===== src/rtl/hazard5_muldiv_ctrl_pkg.sv =====
// rtl/hazard5_muldiv_ctrl_pkg.sv - M-extension op encodings and shared decode helpers
package hazard5_muldiv_ctrl_pkg;

    // M-extension op encodings (funct3 order).
    localparam logic [2:0] M_OP_MUL    = 3'd0;
    localparam logic [2:0] M_OP_MULH   = 3'd1;
    localparam logic [2:0] M_OP_MULHSU = 3'd2;
    localparam logic [2:0] M_OP_MULHU  = 3'd3;
    localparam logic [2:0] M_OP_DIV    = 3'd4;
    localparam logic [2:0] M_OP_DIVU   = 3'd5;
    localparam logic [2:0] M_OP_REM    = 3'd6;
    localparam logic [2:0] M_OP_REMU   = 3'd7;

    // Op actually sent to the sequencer. Paired ops collapse to one form so
    // that either member of a pair can hit on the other's cached result.
    function automatic logic [2:0] canon_op(input logic [2:0] op);
        logic [2:0] c;
        c = op;
        case (op)
            M_OP_MUL:           c = M_OP_MULH;
            M_OP_DIV, M_OP_REM: c = M_OP_DIV;
            M_OP_DIVU,
            M_OP_REMU:          c = M_OP_DIVU;
            default:            c = op;
        endcase
        return c;
    endfunction

    // True when the op returns the low/quotient half of the sequencer result.
    function automatic logic sel_lo(input logic [2:0] op);
        return (op == M_OP_MUL) || (op == M_OP_DIV) || (op == M_OP_DIVU);
    endfunction

endpackage


===== src/rtl/hazard5_muldiv_ctrl.sv =====
// rtl/hazard5_muldiv_ctrl.sv - issue/retire controller for the sequential mul/div unit
//
// Accepts M-extension requests, issues them in canonical form to the
// sequencer, returns the selected result half, and keeps a one-entry cache
// of the last completed sequencer op so a paired op completes without reissue.
//
// Ports:
//   clk, rst_n                       clock, asynchronous active-low reset
//   req_vld/req_rdy/req_op/a/b       request handshake from execute stage
//   res_vld/res_rdy/res_data         result handshake back to execute stage
//   flush                            kill the current op, discard its result
//   busy                             controller not idle
//   m_op/m_op_vld/m_op_rdy/m_op_a/b  op handshake to the sequencer
//   m_result_h/l, m_result_vld       sequencer completion
module hazard5_muldiv_ctrl
    import hazard5_muldiv_ctrl_pkg::*;
#(
    parameter int XLEN = 32
) (
    input  logic            clk,
    input  logic            rst_n,
    input  logic            req_vld,
    output logic            req_rdy,
    input  logic [2:0]      req_op,
    input  logic [XLEN-1:0] req_a,
    input  logic [XLEN-1:0] req_b,
    output logic            res_vld,
    input  logic            res_rdy,
    output logic [XLEN-1:0] res_data,
    input  logic            flush,
    output logic            busy,
    output logic [2:0]      m_op,
    output logic            m_op_vld,
    input  logic            m_op_rdy,
    output logic [XLEN-1:0] m_op_a,
    output logic [XLEN-1:0] m_op_b,
    input  logic [XLEN-1:0] m_result_h,
    input  logic [XLEN-1:0] m_result_l,
    input  logic            m_result_vld
);

    typedef enum logic [2:0] {
        S_IDLE,
        S_ISSUE,
        S_WAIT,
        S_DONE,
        S_DRAIN
    } state_t;

    state_t state, state_nxt;

    logic            cache_vld;
    logic [2:0]      cache_op;
    logic [XLEN-1:0] cache_a;
    logic [XLEN-1:0] cache_b;
    logic [XLEN-1:0] cache_h;
    logic [XLEN-1:0] cache_l;
    logic            pend_lo;   // half select of the op currently in flight

    logic accept;
    logic hit;
    logic complete;

    assign req_rdy  = (state == S_IDLE) && !flush;
    assign accept   = req_vld && req_rdy;
    assign hit      = cache_vld && (canon_op(req_op) == cache_op)
                      && (req_a == cache_a) && (req_b == cache_b);
    assign complete = m_result_vld && ((state == S_WAIT) || (state == S_DRAIN));

    assign m_op_vld = (state == S_ISSUE);
    assign res_vld  = (state == S_DONE);
    assign busy     = (state != S_IDLE);

    always_ff @(posedge clk or negedge rst_n) begin
        if (!rst_n) begin
            state <= S_IDLE;
        end else begin
            state <= state_nxt;
        end
    end

    always_comb begin
        state_nxt = state;
        case (state)
            S_IDLE: begin
                if (accept) begin
                    state_nxt = hit ? S_DONE : S_ISSUE;
                end
            end
            S_ISSUE: begin
                // Once the sequencer has taken the op it will complete, so a
                // flush on the handshake edge must still drain the result.
                if (m_op_rdy) begin
                    state_nxt = flush ? S_DRAIN : S_WAIT;
                end else if (flush) begin
                    state_nxt = S_IDLE;
                end
            end
            S_WAIT: begin
                if (m_result_vld) begin
                    state_nxt = flush ? S_IDLE : S_DONE;
                end else if (flush) begin
                    state_nxt = S_DRAIN;
                end
            end
            S_DONE: begin
                if (flush || res_rdy) begin
                    state_nxt = S_IDLE;
                end
            end
            S_DRAIN: begin
                if (m_result_vld) begin
                    state_nxt = S_IDLE;
                end
            end
            default: state_nxt = S_IDLE;
        endcase
    end

    always_ff @(posedge clk or negedge rst_n) begin
        if (!rst_n) begin
            res_data  <= '0;
            m_op      <= '0;
            m_op_a    <= '0;
            m_op_b    <= '0;
            pend_lo   <= 1'b0;
            cache_vld <= 1'b0;
            cache_op  <= '0;
            cache_a   <= '0;
            cache_b   <= '0;
            cache_h   <= '0;
            cache_l   <= '0;
        end else begin
            if (accept) begin
                pend_lo <= sel_lo(req_op);
                if (hit) begin
                    res_data <= sel_lo(req_op) ? cache_l : cache_h;
                end else begin
                    m_op      <= canon_op(req_op);
                    m_op_a    <= req_a;
                    m_op_b    <= req_b;
                    cache_vld <= 1'b0;
                end
            end
            // Issue registers stay stable through WAIT/DRAIN, so they name
            // the op that is completing.
            if (complete) begin
                cache_vld <= 1'b1;
                cache_op  <= m_op;
                cache_a   <= m_op_a;
                cache_b   <= m_op_b;
                cache_h   <= m_result_h;
                cache_l   <= m_result_l;
                if ((state == S_WAIT) && !flush) begin
                    res_data <= pend_lo ? m_result_l : m_result_h;
                end
            end
        end
    end

endmodule

===== config.mk =====
export PLATFORM = sky130hd
export DESIGN_NAME = hazard5_muldiv_ctrl
export DESIGN_NICKNAME = d
export VERILOG_FILES = /design/src/rtl/hazard5_muldiv_ctrl_pkg.sv /design/src/rtl/hazard5_muldiv_ctrl.sv
export SDC_FILE = /design/constraint.sdc
export NUM_CORES = 1
export LEC_CHECK = 0
export ABC_AREA = 1
export CORE_AREA = 2 2 152 154
export DETAILED_ROUTE_END_ITERATION = 10
export DIE_AREA = 0 0 154 156
export GPL_TIMING_DRIVEN = 1
export PLACE_DENSITY = 0.81
export SLEW_MARGIN = 20
export SYNTH_ARGS = -nofsm -noshare
export SYNTH_HDL_FRONTEND = slang
export SYNTH_SLANG_ARGS = --single-unit

===== constraint.sdc =====
create_clock -name clk -period 1.85 [get_ports clk]
set_input_delay 0.185 -clock clk [delete_from_list [all_inputs] [get_ports clk]]
set_output_delay 0.185 -clock clk [all_outputs]
set_load 0.01 [all_outputs]

# Yosys cells after proc, flatten, opt, wreduce, memory -nomap -nowiden

Cells that the tools add are included.
Widths: inputs -> output; s select.

Bits of input ports: 138
Bits in registers: 235

Bitwise logic cells: 1
Equal/unequal tests: 17
Multiplexer cells: 21
Reductions and logical operators: 21

Operator list:

| operator           | count |
|---|---|
| $mux 32            | 6 |
| $eq 32x32->1       | 2 |
| $mux 3             | 8 |
| $eq 3x3->1 const B | 5 |
| $pmux 3 s5         | 1 |
| $pmux 3 s3         | 1 |
| $logic_and 1x1->1  | 7 |
| $eq 3x2->1 const B | 2 |
| $logic_not 3->1    | 2 |
| $reduce_and 5->1   | 1 |
| $logic_or 1x1->1   | 4 |
| $mux 2             | 2 |
| $ne 2x1->1 const B | 2 |
| $ne 2x2->1 const B | 2 |
| $reduce_and 2->1   | 2 |
| $reduce_or 2->1    | 2 |
| $eq 3x1->1 const B | 1 |
| $eq 3x3->1         | 1 |
| $mux 1             | 3 |
| $ne 3x2->1 const B | 1 |
| $ne 3x3->1 const B | 1 |
| $reduce_bool 3->1  | 1 |
| $reduce_bool 2->1  | 1 |
| $logic_not 1->1    | 1 |
| $not 1->1          | 1 |

# Depth between registers and ports, before layout

Word-level depth: 11
Depth in mapped cells: 15
Depth with buffers taken out: 13

# Worst setup path after synthesis

No wires, ideal clock.

Kind: register to register
Start: register state[2]
End: register res_data[10]
Slack: 0.058 ns
Clock period less this slack: 1.792 ns
Data arrival time: 1.675 ns
Cell stages (with the launch flop): 14
Required time: 1.733 ns
Library setup time: 0.117 ns
Cells stage by stage: dfrtp_1 > nor2_1 > inv_1 > nor2_1 > inv_1 > nor2_1 > nand2_1 > inv_2 > nand3_1 > buf_2 > nand2_1 > nand2_1 > nand2_1 > nand2_1

Longest elaborated chain between the ends: 6

RTL lines:

| element                | line                       | RTL |
|---|---|---|
| start, declared        | hazard5_muldiv_ctrl.sv:50  | `state_t state, state_nxt;` |
| start signal, assigned | hazard5_muldiv_ctrl.sv:78  | `state <= state_nxt;` |
| $logic_not 3->1 (*)    | hazard5_muldiv_ctrl.sv:64  | `assign req_rdy = (state == S_IDLE) && !flush;` |
| $logic_and 1x1->1 (*)  | hazard5_muldiv_ctrl.sv:64  |  |
| named net req_rdy      | hazard5_muldiv_ctrl.sv:23  | `output logic req_rdy,` |
| $logic_and 1x1->1 (*)  | hazard5_muldiv_ctrl.sv:65  | `assign accept = req_vld && req_rdy;` |
| $mux 32 (*)            | hazard5_muldiv_ctrl.sv:134 | `if (accept) begin` |
| $mux 32                | hazard5_muldiv_ctrl.sv:154 | `if ((state == S_WAIT) && !flush) begin` |
| $mux 32 (*)            | hazard5_muldiv_ctrl.sv:147 | `if (complete) begin` |
| end signal, assigned   | hazard5_muldiv_ctrl.sv:137 | `res_data <= sel_lo(req_op) ? cache_l : cache_h;` |
| end signal, assigned   | hazard5_muldiv_ctrl.sv:155 | `res_data <= pend_lo ? m_result_l : m_result_h;` |
| end, declared          | hazard5_muldiv_ctrl.sv:29  | `output logic [XLEN-1:0] res_data,` |

The timed path passes the listed nets; every way through them passes the cells marked *.
A chain may end at the register's enable or synchronous reset.

# Worst setup path after layout

Start: register cache_a[18]
End: register m_op[2]

Longest elaborated chain between the ends: 5

RTL lines:

| element                         | line                       | RTL |
|---|---|---|
| start, declared                 | hazard5_muldiv_ctrl.sv:54  | `logic [XLEN-1:0] cache_a;` |
| start signal, assigned          | hazard5_muldiv_ctrl.sv:150 | `cache_a <= m_op_a;` |
| $eq 32x32->1                    | hazard5_muldiv_ctrl.sv:67  | `&& (req_a == cache_a) && (req_b == cache_b);` |
| $logic_and 1x1->1 (2 in series) | hazard5_muldiv_ctrl.sv:67  |  |
| $not 1->1 (no line)             | n/a                        |  |
| $reduce_and 2->1 (no line)      | n/a                        |  |
| end signal, assigned            | hazard5_muldiv_ctrl.sv:139 | `m_op <= canon_op(req_op);` |
| end, declared                   | hazard5_muldiv_ctrl.sv:32  | `output logic [2:0] m_op,` |

No other way between the ends.

==> key figures <==
Run status
  – Status: finished, violations left
  – Failing checks: negative setup slack

Layout
  – Footprint of the multi-input gates: ~5100 um2
  – Area delta synth->final: 46.86%
  – Sequential cell area: about 6000 um2
  – Final Util: 0.7366
  – Filler Cells Inserted: 1491
  – Post-layout nets: about 1.9k
  – Share of cells above drive strength 1: 0.2110

Clocking
  – CTS sink cnt: approximately 240
  – CTS tree: yes
  – Num CTS Buffers: 25
  – Max Buffers Root-to-Sink: 3
  – Clk_lat worst skew: around 0.53 ns
  – Clock transition at path regs: around 0.06 ns
  – # H-tree levels: 1
  – CTS Root Cell: clkbuf_16

Timing
  – Ratio of final minimum period to clock period: 1.141
  – RSZ-0062 raised after global routing: true
  – Worst slew pin tran: 0.5356 ns
  – Slew HR: 0.6430
  – Clock Skews: about 0.014 ns
  – Fmax: between 400 and 500 MHz
  – Hold Vio Cnt, Final: 0
  – Slew Viols, Final: 0
  – Post-layout minimum cycle time: 2.110 ns
  – Finish-stage setup viols: about 100
  – Slack of the critical path: -0.2605 ns

GRT
  – Largest net degree at the start of global routing: between 60 and 70
  – Initial antenna violation count: 1
  – First-pass GRT wire length: 50790 um
  – Total GRT Usage: 0.2626
  – Overflow after GRT: 0
  – Number of global-route vias before repair: 10.04k

Setup path
  – Delay-heaviest family, CP: simple AND/OR/NAND/NOR gates
  – R2r worst-path depth: 14
  – CP endpoint kind: flop
  – Reg2Reg Setup Slack: -0.26 ns
  – Worst reg2reg startpoint: cache_a[18]
  – CP Data Required Time: around 2.3 ns
  – CP arrival: approximately 2.6 ns
  – Worst-path cell chain: nand2_1 > o21ai_0 > nor2_1 > nand2_1 > nor2_2 > nand3_2 > nor2_4 > buf_6 > nand2_8 > nand2_8 > buf_12 > clkbuf_16 > nand2_2 > o21ai_1
  – CP max FO: 8
  – RR Endpoint: m_op[2]
  – Setup crit start kind: flop
  – Slowest stage cell, crit path: dfrtp_1
  – Kind of critical path: flop to flop
  – Buf/Inv on CP: 3
  – Largest stage delay, worst path: between 0.3 and 0.4 ns

Power
  – PD cells: ~1500 nW/um2
  – Final Total Pwr: 24.95 mW
  – P_leak: between 8 and 9 nW
  – VDD IR max: 0.0008008 V

Floorplan
  – Initial Util: 0.5016
  – Die Span Y: roughly 160 um
  – Die W: about 150 um
  – IO Count: approximately 240
  – Die area: about 24000 um2
  – Floorplan row count: between 50 and 60
  – Placeable core area: about 22000 um2

Detailed routing
  – Total Wirelength: 35990 um
  – Drt pass-1 iters: 5
  – Via count: roughly 11k
  – Initial drt markers: 650
  – Avg WL per Cell: around 18 um
  – DRC: 0
  – Antenna viol nets, final: 0
  – Drt via density: between 5 and 6

Placed design
  – Port Buf Inserts: 240
  – Placer's final routability congestion estimate: 0.8635
  – DPL Wire Length: roughly 21000 um

Flow run
  – Max Cap Viol: 0

Logic synthesis
  – Post-synthesis sequential area ratio: 0.5242
  – Register bit total from synthesis: between 200 and 250
  – Post-Syn Area: approximately 11000 um2
  – Share of the synthesized area in the top cell type: 0.5242
  – Syn. warnings: 0
  – Cell taking the most area after synthesis: dfrtp_1
  – Top cells by area, synth: dfrtp_1 52%, nand2_1 19%, o21ai_0 6.5%, mux2_2 5.0%, inv_1 4.9%
  – Post-Synthesis Cells: 1409
  – Mean post-synth cell area: 7.962 um2
  – Synth cell types: 26
  – Post-Synthesis Net Count: between 1.5k and 2k

Min path
  – Tightest Hold Check Type: input pin to asynchronous set/reset pin
## logic make-up after synthesis
family,synth area share
AO/OA/AOI/OAI,0.09458
multiplexers,0.05019
XOR/XNOR,0.01093
buffers and inverters,0.07952
flip-flops,0.5242
AND/OR/NAND/NOR,0.2406
## state kept, by name, indices dropped and copies added, names as in the netlist
signal,count
pend_lo,1
cache_h,32
res_data,32
cache_b,32
m_op_a,32
m_op_b,32
cache_vld,1
cache_op,3
m_op,3
cache_l,32
state,3
cache_a,32
## synth_stat cells
cell,n
mux2_2,50
nor3_2,1
xnor2_1,9
buf_2,24
nand4_1,32
a21oi_1,39
o211ai_1,2
buf_1,9
o21bai_1,1
dfrtp_1,235
o21ai_2,11
inv_2,2
nor2_1,84
nor2_2,2
xor2_1,5
inv_4,1
a31oi_1,1
nand2_1,561
nor3_1,2
inv_1,146
nand3_1,9
o21ai_1,2
buf_4,6
buf_6,3
clkbuf_1,26
o21ai_0,146
## where the power goes
group | switching (mW) | total, mW | internal [mW]
registers | 1.88 | 9.44 | 7.56
clock network | 2.09 | 4.86 | 2.77
logic | 5.24 | 10.6 | 5.40
total | 9.22 | 24.9 | 15.7
## placed cells by master, fill, tap and decap left out, drive strengths merged
| cell | count |
|---|---|
| nand2 | 563 |
| clkdlybuf4s50 | 235 |
| dfrtp | 235 |
| o21ai | 159 |
| inv | 149 |
| buf | 96 |
| nor2 | 86 |
| mux2 | 50 |
| clkbuf | 49 |
| a21oi | 39 |
| nand4 | 32 |
| xnor2 | 9 |
| nand3 | 9 |
| clkinv | 7 |
| xor2 | 5 |
| clkinvlp | 3 |
| nor3 | 3 |
| o211ai | 2 |
| diode | 1 |
| o21bai | 1 |
| a31oi | 1 |
| dlygate4sd3 | 1 |
| dlygate4sd2 | 1 |
## worst max-delay path by stage
stage                            from            to  slack [ns]  depth (start not counted)
after floorplan              state[2]  res_data[10]        0.06                         13
final                     cache_a[18]       m_op[2]       -0.26                         14
after global placement      req_a[30]    m_op_b[12]       -0.49                         13
after detailed placement     req_b[1]    m_op_b[12]       -0.56                         15
after global routing      cache_a[28]  res_data[13]       -0.36                         14
after CTS                  cache_b[9]  res_data[30]       -0.15                         16
## metrics by stage
step                setup WS [ns]  cells  instance area [um2]  hold WS [ns]  TNS (ns)
finish                    -0.2605   2021                16470        0.2196    -15.56
floorplan                 0.05797   1409                11220       -0.1106         0
global route              -0.3625   2021                16470        0.2648    -26.61
CTS                       -0.1518   1991                15450        0.2177    -10.62
global placement          -0.4888   1934                14400        0.1782    -46.29
detailed placement        -0.5571   1934                14400        0.1857    -49.41
## area by class of cell
type                            instances  area share
Sequential cell                       235      0.3571
Clock inverter                         10    0.003721
Antenna cell                            1   0.0001519
Clock buffer                           36     0.04473
Multi-Input combinational cell        959      0.3092
Inverter                              149     0.03570
Timing Repair Buffer                  346      0.2278
Tap cell                              285     0.02164
## repair_timing
action / 4_1_cts / 5_1_grt
buffers inserted: 6 / 17
resized for setup: 28 / 252
endpoints found under the hold margin: 62 / 0
hold buffers: 1 / 0
setup endpoints to repair: 105 / 167
pin swaps: 7 / 31
gates cloned: 4 / 18
## per-layer routing
layer,vias up,track usage,part of all wire
met5,-,0,0
met2,461,0.4563,0.51
met1,5193,0.3398,0.39
met4,0,0.09390,0.042
met3,108,0.03333,0.060
li1,5037,-,-
(Power assumes the default switching activity.)
